$ cat config.mk
export PLATFORM = sky130hd
export DESIGN_NAME = crop_window
export DESIGN_NICKNAME = d
export VERILOG_FILES = /design/src/rtl/crop_window.sv
export SDC_FILE = /design/constraint.sdc
export NUM_CORES = 1
export LEC_CHECK = 0
export ABC_AREA = 1
export CAP_MARGIN = 10
export CORE_UTILIZATION = 50
export CTS_BUF_LIST = sky130_fd_sc_hd__clkbuf_16
export DETAILED_ROUTE_END_ITERATION = 8
export GPL_ROUTABILITY_DRIVEN = 0
export PLACE_DENSITY = 0.72
export SYNTH_ARGS = -nofsm -noshare
export SYNTH_HDL_FRONTEND = slang
export SYNTH_SLANG_ARGS = --single-unit
$ cat constraint.sdc
create_clock -name iCLK -period 4.65 [get_ports iCLK]
set_input_delay 1.395 -clock iCLK [delete_from_list [all_inputs] [get_ports iCLK]]
set_output_delay 1.395 -clock iCLK [all_outputs]
set_load 0.005 [all_outputs]
$ cat src/rtl/crop_window.sv
// Crops the live pixel stream to a CROP_W x CROP_H window whose start column
// is latched from iXSTART at the first pixel of every frame.
module crop_window #(
    parameter int DW      = 10,
    parameter int FRAME_W = 640,
    parameter int FRAME_H = 480,
    parameter int CROP_W  = 320,
    parameter int CROP_H  = 190,
    parameter int YSTART  = 51
) (
    input  logic          iCLK,
    input  logic          iRST,
    input  logic          iDVAL,
    input  logic [DW-1:0] iDATA,
    input  logic [15:0]   iXSTART,
    output logic          oDVAL,
    output logic [DW-1:0] oDATA,
    output logic          oSOF,
    output logic          oEOL,
    output logic          oEOF,
    output logic [15:0]   oXUSED
);

    localparam logic [15:0] X_MAX  = 16'(FRAME_W - 1);
    localparam logic [15:0] Y_MAX  = 16'(FRAME_H - 1);
    localparam logic [15:0] XS_MAX = 16'(FRAME_W - CROP_W);
    localparam logic [15:0] CW_M1  = 16'(CROP_W - 1);
    localparam logic [15:0] Y_LO   = 16'(YSTART);
    localparam logic [15:0] Y_HI   = 16'(YSTART + CROP_H - 1);

    typedef enum logic [1:0] {
        IDLE,
        CROP,
        DONE
    } state_t;

    state_t      state;
    state_t      state_nx;
    logic [15:0] x_cnt;
    logic [15:0] y_cnt;
    logic [15:0] xs_reg;
    logic [15:0] xs_clamp;
    logic [15:0] xs_eff;
    logic [15:0] x_hi;
    logic        first;
    logic        x_wrap;
    logic        y_wrap;
    logic        in_win;
    logic        at_start;
    logic        at_eol;
    logic        at_last;
    logic        out_en;

    assign xs_clamp = (iXSTART > XS_MAX) ? XS_MAX : iXSTART;
    assign first    = (x_cnt == 16'd0) && (y_cnt == 16'd0);
    // The latching pixel already crops with the freshly clamped start.
    assign xs_eff   = first ? xs_clamp : xs_reg;
    assign x_hi     = xs_eff + CW_M1;
    assign in_win   = (x_cnt >= xs_eff) && (x_cnt <= x_hi)
                   && (y_cnt >= Y_LO) && (y_cnt <= Y_HI);
    assign at_start = (y_cnt == Y_LO) && (x_cnt == xs_eff);
    assign at_eol   = in_win && (x_cnt == x_hi);
    assign at_last  = at_eol && (y_cnt == Y_HI);
    assign x_wrap   = (x_cnt == X_MAX);
    assign y_wrap   = x_wrap && (y_cnt == Y_MAX);

    always_comb begin
        state_nx = state;
        out_en   = 1'b0;
        if (iDVAL) begin
            case (state)
                IDLE: begin
                    if (at_start) begin
                        out_en = 1'b1;
                        if (at_last) state_nx = y_wrap ? IDLE : DONE;
                        else         state_nx = CROP;
                    end
                end
                CROP: begin
                    out_en = in_win;
                    if (at_last) state_nx = y_wrap ? IDLE : DONE;
                end
                DONE: begin
                    if (y_wrap) state_nx = IDLE;
                end
                default: state_nx = IDLE;
            endcase
        end
    end

    always_ff @(posedge iCLK or negedge iRST) begin
        if (!iRST) begin
            state  <= IDLE;
            x_cnt  <= 16'd0;
            y_cnt  <= 16'd0;
            xs_reg <= 16'd0;
            oXUSED <= 16'd0;
        end else if (iDVAL) begin
            state <= state_nx;
            if (first) begin
                xs_reg <= xs_clamp;
                oXUSED <= xs_clamp;
            end
            if (x_wrap) begin
                x_cnt <= 16'd0;
                y_cnt <= (y_cnt == Y_MAX) ? 16'd0 : y_cnt + 16'd1;
            end else begin
                x_cnt <= x_cnt + 16'd1;
            end
        end
    end

    always_ff @(posedge iCLK or negedge iRST) begin
        if (!iRST) begin
            oDVAL <= 1'b0;
            oDATA <= '0;
            oSOF  <= 1'b0;
            oEOL  <= 1'b0;
            oEOF  <= 1'b0;
        end else begin
            oDVAL <= out_en;
            oSOF  <= out_en && at_start;
            oEOL  <= out_en && at_eol;
            oEOF  <= out_en && at_last;
            if (out_en) oDATA <= iDATA;
        end
    end

endmodule
==> results.py <==
metrics = {
    "final_layout": {
        "nFillCells": 904,
        "instances_no_fill": 997,
        "regArea_um2": 2002,
        "final_util_pct": 66.89,
        "diodes": 0,
        "multi_input_area_um2": 3172,
        "nets": 922,
        "drive_gt1_share_pct": 15.56,
        "area_growth_syn_to_layout_pct": 28.52,
        "finish.instance_area_um2": 6998,
    },
    "detailed_routing": {
        "viasPerCell": 5.387,
        "drtIter0Drc": 296,
        "vias": 5371,
        "ant_nets": 0,
        "wl_per_cell_um": 13.85,
        "routed_wl_um": 13810,
        "drc": 0,
        "drt_pre_antenna_iters": 6,
    },
    "timing": {
        "setup_ws_ns": 0.08210,
        "hold_viol": 0,
        "post-route-period-util_pct": 98.23,
        "finalSetupViolCount": 0,
        "finalClockSkew_ns": 0.008701,
        "tightest_slew_ns": 0.9864,
        "max_freq_mhz": 218.9,
        "timing.hold.ws_ns": 0.4690,
        "finalCriticalPeriod_ns": 4.568,
        "final_max_slew_viol_count": 0,
        "slew_headroom_pct": 34.24,
    },
    "setup_path": {
        "crit_buf_inv": 5,
        "critical-path-slowest-cell": "clkdlybuf4s50_1",
        "crit_fanout": 6,
        "critPathRequiredTime_ns": 4.87,
        "critical_path_arrival_ns": 4.79,
        "critPathCaptureType": "register",
        "crit_top_cell": "nand2_1",
        "critPathKind": "input port to register",
        "max_stage_delay_ns": 0.41,
        "start_kind": "input port",
        "path_delay_family": "simple AND/OR/NAND/NOR gates",
    },
    "job": {
        "maxCapViolations": 0,
    },
    "clock_tree": {
        "clkLatencyLatePin_ns": 0.34,
        "clock_path_buffers": 2,
        "hold_buffers": 0,
        "htreeDepth": 3,
        "cts_sinks": 80,
        "cts_buffers": 9,
        "root_buffer": "clkbuf_16",
        "cts_tree": "done",
        "clk_pin_slew_ns": 0.06,
    },
    "floorplan": {
        "core-area_um2": 10460,
        "rows": 37,
        "start_util_pct": 52.04,
        "die_h_um": 106.4,
        "dieArea_um2": 11310,
        "io-pin-count": 59,
        "dieWidth_um": 106.4,
    },
    "hold_path": {
        "hold_path.class": "register to register",
    },
    "grt": {
        "grt_pass1_wl_um": 23080,
        "grt_max_degree": 81,
        "grt-ovfl-total": 0,
        "antenna_found_initial": 0,
        "grt_pass1_vias": 5298,
        "grt_use_total_pct": 25.49,
    },
    "logic_synthesis": {
        "synth_fp_nets": 818,
        "ys_warn_count": 0,
        "synth_area_per_cell_um2": 7.241,
        "ys_ff_latch": 80,
        "synthesis.area_um2": 5445,
        "netlist_instances": 752,
        "synth-seq-area-share_pct": 36.76,
        "synth_cell_types": 40,
    },
    "power": {
        "p_leak_uw": 0.003467,
        "p_per_area_nw_per_um2": 301.2,
        "ir_drop_v": 0.0002089,
    },
    "outcome": {
        "status": "completed",
    },
    "placement": {
        "place_area_um2": 6449,
        "placed_cells": 976,
        "place_hpwl_um": 10090,
        "portBuffers": 58,
        "post-place-ws_ns": -0.4106,
    },
}
Yosys cell counts, drive strengths merged:
cell / n / area [um2]
xnor2: 5 / 43.79
dfrtp: 80 / 2002
o21ai: 44 / 254.0
nand3b: 2 / 15.01
nor2: 92 / 395.4
nand2: 194 / 780.7
and3: 2 / 12.51
a21oi: 23 / 115.1
xor2: 16 / 140.1
o21a: 2 / 15.01
nand4: 16 / 100.1
o21bai: 1 / 7.510
buf: 6 / 37.53
nor3: 27 / 140.1
nand3: 77 / 390.4
inv: 108 / 410.4
a31o: 1 / 8.760
ha: 37 / 462.9
nor3b: 1 / 7.510
nand2b: 1 / 6.260
a21o: 1 / 7.510
o211ai: 1 / 7.510
clkbuf: 6 / 22.52
or2: 1 / 6.260
nor4: 8 / 56.30
final cells by class:
cell class / instances / area share, %
clock buffer: 9 / 3.218
clock inverter: 7 / 0.9297
inverter: 108 / 5.864
multi-input combinational: 552 / 45.32
sequential: 80 / 28.61
tap: 136 / 2.432
timing repair buffer: 105 / 13.62
path summary, 6_finish.rpt:
kind / startpoint / to / slack, ns / cells after the start
worst max-delay path: iXSTART[13] / state[0] / 0.08 / 28
worst min-delay path: oXUSED[8] / oXUSED[8] / 0.47 / 2
worst max register to register: x_cnt[0] / state[0] / 0.68 / 25
worst min register to register: oXUSED[8] / oXUSED[8] / 0.47 / 2
max in group asynchronous: iRST / x_cnt[7] / 2.79 / 1
min in group asynchronous: iRST / oXUSED[4] / 1.20 / 1
power by group:
group / total (uW) / internal (uW) / switching, uW
sequential: 850 / 754 / 95.6
clock: 697 / 411 / 286
combinational: 561 / 244 / 317
total: 2110 / 1410 / 698
kinds of logic (layout without fill, tap and decap cells):
| kind of cell | after synthesis | after routing | share of synthesized area, % |
|---|---|---|---|
| xor gates and xnor gates | 21 | 21 | 3.378 |
| AOI/OAI and AO/OA | 73 | 73 | 7.629 |
| adders and majority gates | 37 | 37 | 8.502 |
| DFF | 80 | 80 | 36.76 |
| buffers and inverters | 120 | 229 | 8.640 |
| and+or+nand+nor | 421 | 421 | 35.09 |
through the flow:
stage | total power [uW] | TNS [ns]
2_1_floorplan | 1195 | 0
6_report | 2108 | 0
4_1_cts | 2083 | 0
5_1_grt | 2235 | -1.643
3_5_place_dp | 1389 | -5.727
3_3_place_gp | 1359 | -3.840
cell usage in the layout, fill, tap and decap left out, types with 2 or more instances in the layout:
cell type,instances
a21oi_1,23
and3_1,2
buf_4,45
buf_6,2
clkbuf_16,9
clkdlybuf4s50_1,50
clkinvlp_4,2
dfrtp_1,80
dlymetal6s2s_1,7
ha_1,34
ha_4,3
inv_1,100
inv_2,9
nand2_1,163
nand2_2,21
nand2_4,10
nand3_1,71
nand3_2,5
nand3b_1,2
nand4_1,16
nor2_1,79
nor2_2,4
nor2_4,9
nor3_1,26
nor4_1,6
o21a_1,2
o21ai_0,37
o21ai_2,3
o21ai_4,3
xnor2_1,5
xor2_1,16
per-layer routing:
layer | GRT usage [%] | vias up | share of wire (%)
met1 | 29.91 | 2510 | 43
met3 | 3.863 | 36 | 5.0
met2 | 45.92 | 178 | 50
met5 | 0 | - | 0
li1 | - | 2647 | -
met4 | 11.01 | 0 | 2.4
worst register-to-register path: cells and delay by family, from the launching register on:
family / cells / cell delay [ns]
AO/OA/AOI/OAI: 1 / 0.08
flip-flops: 1 / 0.38
buffers and inverters: 4 / 0.65
AND/OR/NAND/NOR: 18 / 2.17
adder cells (fa/ha/maj): 2 / 0.55
timing repair:
item	in CTS	in global routing
gates resized for setup	2	58
pin swaps	1	24
setup endpoints to repair	12	16
buffers inserted	0	4
gates cloned	0	1
hold endpoints to repair	0	0
Note: power is estimated with default switching activity, not from simulation.
